--- src/rtl/a2_chan_sched.sv ---
// a2_chan_sched: once per frame, walks every ADPCM channel, pushes the stored A2
// coefficient through the shared UPA2 datapath, limits the result and writes it back.
//
// Ports:
//   clk, reset             clock, asynchronous active-high reset
//   frame_start            one-cycle pulse that starts a pass over all channels
//   busy, frame_done       pass in progress / one-cycle end-of-pass pulse
//   ch                     channel currently being processed
//   mem_rd, mem_addr       state RAM read strobe and address (address is ch)
//   mem_rdata              state RAM read data, valid the cycle after mem_rd
//   mem_wr, mem_wdata      state RAM write strobe and limited A2
//   dp_req, dp_gnt         request to / grant from the shared-resource arbiter
//   dp_a2                  A2 operand presented to the datapath
//   dp_valid, dp_result    datapath result strobe and unlimited A2T
//   clip_cnt               channels clipped in the current/last pass
//   dp_err                 sticky: a datapath result timed out
//   overrun                sticky: frame_start arrived while a pass was running
module a2_chan_sched #(
  parameter int unsigned NCH  = 32,
  parameter int unsigned CHW  = 5,
  parameter int unsigned TMO  = 15,
  parameter logic [15:0] A2UL = 16'h3000,
  parameter logic [15:0] A2LL = 16'hD000
) (
  input  logic           clk,
  input  logic           reset,
  input  logic           frame_start,
  output logic           busy,
  output logic           frame_done,
  output logic [CHW-1:0] ch,
  output logic           mem_rd,
  output logic [CHW-1:0] mem_addr,
  input  logic [15:0]    mem_rdata,
  output logic           mem_wr,
  output logic [15:0]    mem_wdata,
  output logic           dp_req,
  input  logic           dp_gnt,
  output logic [15:0]    dp_a2,
  input  logic           dp_valid,
  input  logic [15:0]    dp_result,
  output logic [CHW:0]   clip_cnt,
  output logic           dp_err,
  output logic           overrun
);

  // Timer runs 0..TMO-1 while waiting; the last value is the final cycle dp_valid is accepted.
  localparam int unsigned TW = (TMO > 1) ? $clog2(TMO) : 1;
  localparam logic [TW-1:0]  TmoLast = TW'(TMO - 1);
  localparam logic [CHW-1:0] LastCh  = CHW'(NCH - 1);

  typedef enum logic [2:0] {
    StIdle,
    StRead,
    StLoad,
    StReq,
    StWaitDp,
    StWrite,
    StDone
  } state_e;

  state_e         state_q, state_d;
  logic [CHW-1:0] ch_q, ch_d;
  logic [15:0]    op_q, op_d;
  logic [15:0]    val_q, val_d;
  logic [TW-1:0]  timer_q, timer_d;
  logic [CHW:0]   clip_q, clip_d;
  logic           err_q, err_d;
  logic           ovr_q, ovr_d;
  logic [15:0]    limited;

  // Unsigned compares: [0x8000, A2LL] is the too-negative range, [A2UL, 0x7FFF] too positive.
  function automatic logic [15:0] a2_limit(input logic [15:0] x);
    if (x[15] && (x <= A2LL)) begin
      return A2LL;
    end else if (!x[15] && (x >= A2UL)) begin
      return A2UL;
    end else begin
      return x;
    end
  endfunction

  assign limited = a2_limit(val_q);

  // State register and datapath registers.
  always_ff @(posedge clk or posedge reset) begin
    if (reset) begin
      state_q <= StIdle;
      ch_q    <= '0;
      op_q    <= '0;
      val_q   <= '0;
      timer_q <= '0;
      clip_q  <= '0;
      err_q   <= 1'b0;
      ovr_q   <= 1'b0;
    end else begin
      state_q <= state_d;
      ch_q    <= ch_d;
      op_q    <= op_d;
      val_q   <= val_d;
      timer_q <= timer_d;
      clip_q  <= clip_d;
      err_q   <= err_d;
      ovr_q   <= ovr_d;
    end
  end

  // Next-state logic.
  always_comb begin
    state_d = state_q;
    unique case (state_q)
      StIdle:   if (frame_start) state_d = StRead;
      StRead:   state_d = StLoad;
      StLoad:   state_d = StReq;
      StReq:    if (dp_gnt) state_d = StWaitDp;
      StWaitDp: if (dp_valid || (timer_q == TmoLast)) state_d = StWrite;
      StWrite:  state_d = (ch_q == LastCh) ? StDone : StRead;
      StDone:   state_d = StIdle;
      default:  state_d = StIdle;
    endcase
  end

  // Datapath next-state logic.
  always_comb begin
    ch_d    = ch_q;
    op_d    = op_q;
    val_d   = val_q;
    timer_d = timer_q;
    clip_d  = clip_q;
    err_d   = err_q;
    // Any frame_start outside IDLE (DONE included) is dropped and flagged.
    ovr_d   = ovr_q | (frame_start && (state_q != StIdle));
    unique case (state_q)
      StIdle: begin
        if (frame_start) begin
          ch_d   = '0;
          clip_d = '0;
        end
      end
      StLoad: op_d = mem_rdata;
      StReq: begin
        if (dp_gnt) timer_d = '0;
      end
      StWaitDp: begin
        if (dp_valid) begin
          val_d = dp_result;
        end else if (timer_q == TmoLast) begin
          // Timed out: write the original coefficient back, limited as usual.
          val_d = op_q;
          err_d = 1'b1;
        end else begin
          timer_d = timer_q + 1'b1;
        end
      end
      StWrite: begin
        if (limited != val_q) clip_d = clip_q + 1'b1;
        if (ch_q != LastCh) ch_d = ch_q + 1'b1;
      end
      default: ;
    endcase
  end

  // Outputs are decoded from registered state, so reset clears them immediately.
  always_comb begin
    busy       = (state_q != StIdle);
    frame_done = (state_q == StDone);
    mem_rd     = (state_q == StRead);
    mem_wr     = (state_q == StWrite);
    dp_req     = (state_q == StReq);
    mem_wdata  = (state_q == StWrite) ? limited : 16'h0000;
    ch         = ch_q;
    mem_addr   = ch_q;
    dp_a2      = op_q;
    clip_cnt   = clip_q;
    dp_err     = err_q;
    overrun    = ovr_q;
  end

endmodule
--- config.mk ---
export PLATFORM = sky130hd
export DESIGN_NAME = a2_chan_sched
export DESIGN_NICKNAME = d
export VERILOG_FILES = /design/src/rtl/a2_chan_sched.sv
export SDC_FILE = /design/constraint.sdc
export NUM_CORES = 1
export LEC_CHECK = 0
export CORE_MARGIN = 3
export CORE_UTILIZATION = 45
export CTS_BUF_LIST = sky130_fd_sc_hd__clkbuf_4 sky130_fd_sc_hd__clkbuf_8 sky130_fd_sc_hd__clkbuf_16
export DETAILED_ROUTE_END_ITERATION = 16
export PLACE_DENSITY = 0.87
export SLEW_MARGIN = 20
export SYNTH_ARGS = -nofsm -noshare
export SYNTH_HDL_FRONTEND = slang
export SYNTH_SLANG_ARGS = --single-unit
--- constraint.sdc ---
create_clock -name clk -period 2.5 [get_ports clk]
set_input_delay 0.625 -clock clk [delete_from_list [all_inputs] [get_ports clk]]
set_output_delay 0.625 -clock clk [all_outputs]
set_load 0.02 [all_outputs]
## Yosys cells after proc, flatten, opt, wreduce, memory -nomap -nowiden

Cells that the tools add are included.

- Logic and storage cells: 68
- Output and inout bits: 55
- Input port bits: 37
- Register bits after elaboration: 52

- Reductions and logical operators: 16
- Eq/ne operators: 17
- Mux-type cells: 20
- Add/subtract/negate cells: 3
- Magnitude comparators: 2
- Bitwise logic cells: 2

Operator list:

| operator | count |
|---|---|
| 16-bit two-way mux | 5 |
| 3-bit case mux with 6 select lines | 1 |
| 16-bit by 14-bit greater-or-equal comparator with 1-bit output, second input constant | 1 |
| 16-bit less-or-equal comparator, second input constant | 1 |
| 16-bit != test | 1 |
| 3-bit two-way mux | 4 |
| 4-bit two-way mux | 3 |
| 6-bit two-way mux | 2 |
| 6-bit case mux with 2 select lines | 1 |
| 3-bit AND reduction | 4 |
| 5-bit two-way mux | 2 |
| 5-bit case mux with 2 select lines | 1 |
| 3-bit == test, second input constant | 3 |
| 2-bit != test, second input constant | 4 |
| 4-bit case mux with 2 select lines | 1 |
| 6-bit by 1-bit adder with 6-bit output, second input constant | 1 |
| 3-bit by 2-bit == test with 1-bit output, second input constant | 2 |
| 2-bit by 1-bit != test with 1-bit output, second input constant | 3 |
| 2-bit nonzero test | 3 |
| 5-bit by 1-bit adder with 5-bit output, second input constant | 1 |
| 5-bit == test, second input constant | 1 |
| 5-bit != test, second input constant | 1 |
| 4-bit by 1-bit adder with 4-bit output, second input constant | 1 |
| 4-bit == test, second input constant | 1 |
| 10 further kinds | 12 |

## Depth between registers and ports, before layout

Gate-level depths: netlist (run 1).

- Depth in word-level cells: 7
- Gate-level depth with buffers: 7
- Depth with buffers taken out: 7

## Worst setup path before layout (run 1)

No wires, ideal clock.

- Kind: register -> output
- Start point: reg val_q[14]
- End point: out mem_wdata[10]
- Arrival time: 1.658 ns
- Required time: 1.875 ns
- Stages on the path, launching flop included: 7
- Path buffers: 2
- Setup slack: 0.217 ns
- Cells stage by stage: dfrtp_1 buf_6 a211o_1 a211o_1 nor2_1 clkbuf_1 and2_1

- Cells in the longest elaborated chain, start to end: 5
- Elaborated cells between the ends (all ways): 7
- Classes of those cells: order compare: 2; mux: 3; reduce/logical: 2

Ends and longest elaborated chain:

| item | RTL line | text |
|---|---|---|
| start: declaration | 64 | `logic [15:0] val_q, val_d;` |
| start signal: assignment | 99 | `val_q <= val_d;` |
| 16-bit by 14-bit greater-or-equal comparator with 1-bit output | 75 | `end else if (!x[15] && (x >= A2UL)) begin` |
| 1-bit logical AND | 75 |  |
| 16-bit two-way mux | 75 |  |
| 16-bit two-way mux (*) | 73 | `if (x[15] && (x <= A2LL)) begin` |
| 16-bit two-way mux (*) | 169 | `mem_wdata = (state_q == StWrite) ? limited : 16'h0000;` |
| end: declaration | 35 | `output logic [15:0] mem_wdata,` |

Mark *: on every way between the ends. The rest lies on a longest branch, timed or not.

## Worst setup path after layout (run 1)

- Start point: reg val_q[13]
- End point: out mem_wdata[11]

The elaborated chain is that of the path after synthesis.

==> results of run 1 <==
==> path summary, 6_finish.rpt <==
kind | to | slack (ps) | cells after the start
max | mem_wdata[11] | -30 | 6
min | overrun | 480 | 1
max reg2reg | clip_cnt[5] | 460 | 7
min reg2reg | overrun | 480 | 1
max in group asynchronous | dp_a2[6] | 1570 | 3
min in group asynchronous | state_q[2] | 660 | 3
==> power by group <==
| part | switching, mW | internal [mW] |
|---|---|---|
| Combinational | 1.01 | 1.07 |
| Clock | 0.277 | 0.327 |
| Sequential | 0.312 | 1.19 |
| Total | 1.60 | 2.59 |
==> registers in the layout, indices dropped and copies added, names as in the netlist <==
name	flops
state_q	3
ch	5
dp_err	1
dp_a2	16
val_q	16
overrun	1
timer_q	4
clip_cnt	6
==> kinds of logic (layout without fill, tap and decap cells) <==
kind of cell | count (synthesis) | after routing | share of synthesized area
simple gates | 82 | 82 | 0.171
compound gates | 53 | 53 | 0.122
buf+inv | 24 | 128 | 0.0500
mux | 34 | 34 | 0.135
flops | 52 | 52 | 0.486
xor+xnor | 4 | 4 | 0.0131
fa+ha+maj | 5 | 5 | 0.0234
==> area by class of cell <==
class	instances	share of cell area
clock inverter	2	0.00990
timing repair buffer	113	0.283
clock buffer	6	0.0211
inverter	7	0.00671
sequential	52	0.332
multi-input combinational	178	0.324
tap	72	0.0230
==> placed cells by master (no fill, tap or decap), types with 3 or more instances in the layout <==
cell / netlist / layout
dlygate4sd2_1: 0 / 3
nand3_1: 5 / 5
buf_4: 6 / 19
and2_1: 13 / 5
buf_6: 2 / 14
nand4_1: 4 / 4
nor2_1: 31 / 29
mux2i_1: 17 / 17
or3_1: 5 / 5
clkdlybuf4s50_1: 0 / 75
and2_4: 0 / 8
dfrtp_1: 52 / 52
a21oi_1: 23 / 23
xor2_1: 4 / 4
o21ai_0: 12 / 12
nand2_1: 8 / 8
nand2b_1: 3 / 3
inv_1: 6 / 5
clkbuf_8: 0 / 6
ha_1: 5 / 5
a211o_1: 4 / 4
nor4_2: 3 / 3
mux2_2: 17 / 17
==> layer usage <==
layer	vias to the layer above	wire length [um]	share of wire
met5	-	0	0
met4	0	80	0.012
met3	9	366	0.056
met2	80	3340	0.51
met1	1104	2700	0.42
li1	1100	-	-
==> timing repair <==
item                                    CTS  global route
endpoints found under the hold margin     0             0
pin swaps                                 2             3
resized for setup                        62            27
hold buffers                              0             0
setup buffers                             0             1
cloned                                    1             0
endpoints found under the setup margin   15            13
==> results.md, run 1 <==
* Number of global-route vias before repair at 2374
* Clock Tree Root: clkbuf_8
* Via total after detailed routing at 2293
* Initial DRC count at 107
* Area post-placement at 0.00374 mm^2
* Clock sink count at 52
* M1 GR Usage at 0.221
* Number of buffers between clock root and the deepest sink at 2
* Maximum vdd drop at 0.000626 V
* Slew Limit Headroom at 0.726
* Critical path data required time at 1880 ps
* Number of antenna violations at the first check in global routing at 0
* Run status: finished, violations left
* Buffering stage count on the worst path with inverters included at 2
* Maximum number of pins on one net before global-route repair at 53
* FMAX at 0.396 GHz
* Synth Warn # at 0
* Met3 routing resource usage after global routing at 0.0456
* Global routing's busiest layer: met2
* Pre-CTS setup slack at -133 ps
* Number of filler cells placed in the layout at 428
* Synthesis-to-layout area growth at 46.3%
* Fraction of met2 tracks used by global routing at 0.346
* CTS buffer count at 5
* Highest fanout seen on the critical path at 6
* Critical path endpoint category: output port
* Yosys reg bits at 52
* Most numerous cell types in the synthesized netlist: dfrtp_1 (52), nor2_1 (31), a21oi_1 (23), mux2_2 (17), mux2i_1 (17)
* Worst-case setup margin in the final layout at -27.9 ps
* Accumulated negative setup slack at -214 ps
* Areal power density over the cells at 1070 mW/mm^2
* Post-Syn Area per Cell at 10.5 um^2
* Biggest area consumer among synthesized cells: dfrtp_1
* I/O pin count at 92
* Leakage power summed over all cells at 1.77 nW
* Share of flip-flops with an asynchronous set or reset after synthesis at 1.00
* Die Wd at 83.1 um
* Total count of hold-check failures in the final report at 0
* Worst clock skew at 13.2 ps
* Critical hold path startpoint: overrun
* Library cell contributing the largest single delay on the critical path: dfrtp_1
* Total nets after synthesis at 296
* Critical Path, Cell by Cell: a211o_1 > a211o_1 > nor2_2 > buf_6 > and2_4 > buf_6
* Violated checks: setup timing
* Share of the cycle needed by the critical path after routing at 1.01
* Count of flip-flops with a built-in enable after synthesis at 0
* Wire length per cell at 15.1 um
* Origin of the critical flop-to-flop path: val_q[13]
* Area fraction of the dominant cell type after synthesis at 0.486
* Final worst hold slack at 482 ps
* Finish-stage setup viols at 12
* Global placer's final weighted congestion at 0.796
* CTS tree: built
* Crit path launch: val_q[13]
* Sequential cell area fraction in the yosys report at 0.486
* H-tree depth at 2
* Final global-route overflow total at 0
* Count of input and output buffers at 91
* DRC violations left at 0
* Antenna violation net count after detailed routing at 0
* Clock latency of the later-clocked register in the worst-skew pair at 310 ps
* Number of vias per cell at 5.33
* Overall Power at 4.19 mW
* Leading cell type by number of instances after synthesis: dfrtp_1
* Top FF cell, synth: dfrtp_1
* Total wire length after detailed routing at 6.49 mm
* Number of iterations in the first detailed-routing pass at 4
* ANT cells at 0
* Number of nets at the end of the flow at 399
* Transition time of the tightest slew-check pin at 411 ps
* Final std cell area, no fill at 0.00392 mm^2
* Final cell count without fillers at 430
* Category of the critical setup timing path: reg -> out
* Core occupancy in the finished layout at 0.694
* Crit start category: flop
* Area of the mapped netlist at 0.00268 mm^2
* Placed Instances at 420
* FF/Latch Area at 0.00130 mm^2
* Unrepaired setup endpoints after global routing: true
* Y dimension of the die at 83.1 um
* Leading cell types by total area after synthesis: dfrtp_1 (49%), mux2_2 (7.1%), mux2i_1 (6.4%)
* Arrival time of data at the critical path endpoint at 1900 ps
* Die area at 0.00691 mm^2
* Site row count at 27
* Global-route wire length before repair at 10.8 mm
* Fraction of final layout cells sized beyond drive strength 1 at 0.221
* Kind of cell with the highest combined delay on the critical path: compound AO/OA/AOI/OAI gates
* Peak per-stage delay on the critical path at 390 ps
* GRT Total Usage at 0.188
* Register clock-pin slew on the reported worst setup and hold paths at 100 ps
* Number of distinct library cell variants in the gate-level netlist after synthesis at 43
* Gate count after technology mapping at 254
* Area of the multi-input gates at 0.00127 mm^2
* Shortest clock period the worst path allows after layout at 2530 ps
* Core Footprint at 0.00564 mm^2
* Class of the tightest hold or removal check: reg -> reg
* Max Cap Viol at 0
* Detailed Place HPWL at 4.78 mm
* Initial standard-cell utilization of the core at 0.475
* Final Slew Violations at 0
Power figures use the tool's default switching activity.
==> run 2: changes to the inputs <==
Settings changed: TNS_END_PERCENT set to 30.
==> results.md, run 2 (same netlist as run 1, synthesis figures left out) <==
* Run status: finished, violations left
* Final Slew Violations at 0
* Synthesis-to-layout area growth at 46.7%
* CTS buffer count at 5
* H-tree depth at 2
* Detailed Place HPWL at 4.78 mm
* Category of the critical setup timing path: reg -> out
* Die area at 0.00691 mm^2
* Worst-case setup margin in the final layout at -21.0 ps
* I/O pin count at 92
* Register clock-pin slew on the reported worst setup and hold paths at 100 ps
* Violated checks: setup timing
* Final std cell area, no fill at 0.00393 mm^2
* Cell depth of the worst flop-to-flop path at 7
* Transition time of the tightest slew-check pin at 426 ps
* Area post-placement at 0.00374 mm^2
* Global-route wire length before repair at 10.8 mm
* Fraction of final layout cells sized beyond drive strength 1 at 0.212
* Max Cap Viol at 0
* Highest fanout seen on the critical path at 6
* Kind of cell with the highest combined delay on the critical path: compound AO/OA/AOI/OAI gates
* Clock latency of the later-clocked register in the worst-skew pair at 300 ps
* Finish-stage setup viols at 11
* Clock sink count at 52
* Final global-route overflow total at 0
* ANT cells at 0
* Number of nets at the end of the flow at 399
* Critical path data required time at 1880 ps
* Leading cell types in the layout, fill and taps excluded: clkdlybuf4s50_1 (75), dfrtp_1 (52), nor2_1 (29)
* Initial standard-cell utilization of the core at 0.475
* Share of the cycle needed by the critical path after routing at 1.01
* Buffering stage count on the worst path with inverters included at 2
* Critical Path, Cell by Cell: a211o_1 > a211o_1 > nor2_4 > buf_6 > and2_1 > buf_6
* Wire length per cell at 15.2 um
* Total wire length after detailed routing at 6.53 mm
* DRC violations left at 0
* Hold depth at 1
* Class of the tightest hold or removal check: reg -> reg
* GRT Total Usage at 0.188
* Final worst hold slack at 484 ps
* Library cell contributing the largest single delay on the critical path: dfrtp_1
* Site row count at 27
* Arrival time of data at the critical path endpoint at 1900 ps
* Final cell count without fillers at 430
* Crit start category: flop
* Number of vias per cell at 5.34
* Number of buffers between clock root and the deepest sink at 2
* Leakage power summed over all cells at 1.77 nW
* Slew Limit Headroom at 0.716
* CTS tree: built
* Number of antenna violations at the first check in global routing at 0
* Critical path endpoint category: output port
* Die Wd at 83.1 um
* Most common library cell in the layout ignoring fill and taps: clkdlybuf4s50_1
* Via total after detailed routing at 2298
* Areal power density over the cells at 1070 mW/mm^2
* Number of iterations in the first detailed-routing pass at 4
* Stages on worst setup path at 6
* Initial DRC count at 142
* Count of hold-fix buffers inserted at cts at 0
* Placed Instances at 420
* Maximum number of pins on one net before global-route repair at 53
* Worst clock skew at 11.4 ps
* Core Footprint at 0.00564 mm^2
* Antenna violation net count after detailed routing at 0
* Global placer's final weighted congestion at 0.796
* Number of filler cells placed in the layout at 426
* Clock Tree Root: clkbuf_8
* Peak per-stage delay on the critical path at 390 ps
* Accumulated negative setup slack at -117 ps
* Unrepaired setup endpoints after global routing: true
* Count of input and output buffers at 91
* Shortest clock period the worst path allows after layout at 2520 ps
* Number of global-route vias before repair at 2371
* Maximum vdd drop at 0.000628 V
* FMAX at 0.397 GHz
* Y dimension of the die at 83.1 um
* Total count of hold-check failures in the final report at 0
-- run 2: cell types whose count changed in the layout (fill, tap and decap cells not counted), moves of 2 or more --
| cell | previous run | this run |
|---|---|---|
| and2_1 | 5 | 9 |
| and2_4 | 8 | 4 |
| nor4_2 | 3 | 1 |
| nor4_4 | 0 | 2 |
-- run 2: where the power goes --
group	switching, mW	total [mW]	leakage, nW	internal, mW
sequential	0.333	1.53	0.645	1.19
clock	0.274	0.601	0.0614	0.327
combinational	1.01	2.09	1.07	1.08
total	1.62	4.22	1.77	2.60
-- run 2: per-layer routing --
| layer | GRT usage | share of wire | vias to the layer above |
|---|---|---|---|
| met3 | 0.0446 | 0.052 | 7 |
| met4 | 0.0431 | 0.013 | 0 |
| met5 | 0 | 0 | - |
| met2 | 0.344 | 0.52 | 72 |
| met1 | 0.221 | 0.41 | 1119 |
| li1 | - | - | 1100 |
-- run 2: cell type report --
class | instances | area (um^2) | share of cell area
clock inverter | 2 | 38.8 | 0.00988
clock buffer | 6 | 82.6 | 0.0210
inverter | 7 | 26.3 | 0.00669
tap | 72 | 90.1 | 0.0229
timing repair buffer | 113 | 1110 | 0.282
sequential | 52 | 1300 | 0.331
multi-input combinational | 178 | 1280 | 0.327
-- run 2: timing repair --
item / in CTS / in global routing
gates cloned: 1 / 0
endpoints found under the setup margin: 15 / 13
setup buffers: 0 / 1
gates resized for setup: 62 / 27
pin swaps: 1 / 3
-- run 2: final timing paths --
path	from	end	slack [ps]
worst min-delay path	overrun	overrun	480
min in group asynchronous	reset	state_q[2]	660
worst max register to register	val_q[13]	clip_cnt[3]	410
worst max-delay path	val_q[13]	mem_wdata[10]	-20
max in group asynchronous	reset	dp_a2[6]	1570
worst min register to register	overrun	overrun	480
-- run 2: through the flow --
stage	worst slack, ps	power [mW]	utilization
CTS	-36.3	4.19	0.678
global route	-85.4	4.50	0.696
finish	-21.0	4.22	0.696
floorplan	217	2.70	-
global placement	-103	3.52	0.662
detailed placement	-133	3.59	0.662
-- run 2: worst register-to-register path: cells and delay by family (launching register included) --
kind,cells,cell delay (ps)
AOI/OAI and AO/OA,5,1360
buffers and inverters,2,270
DFF,1,390
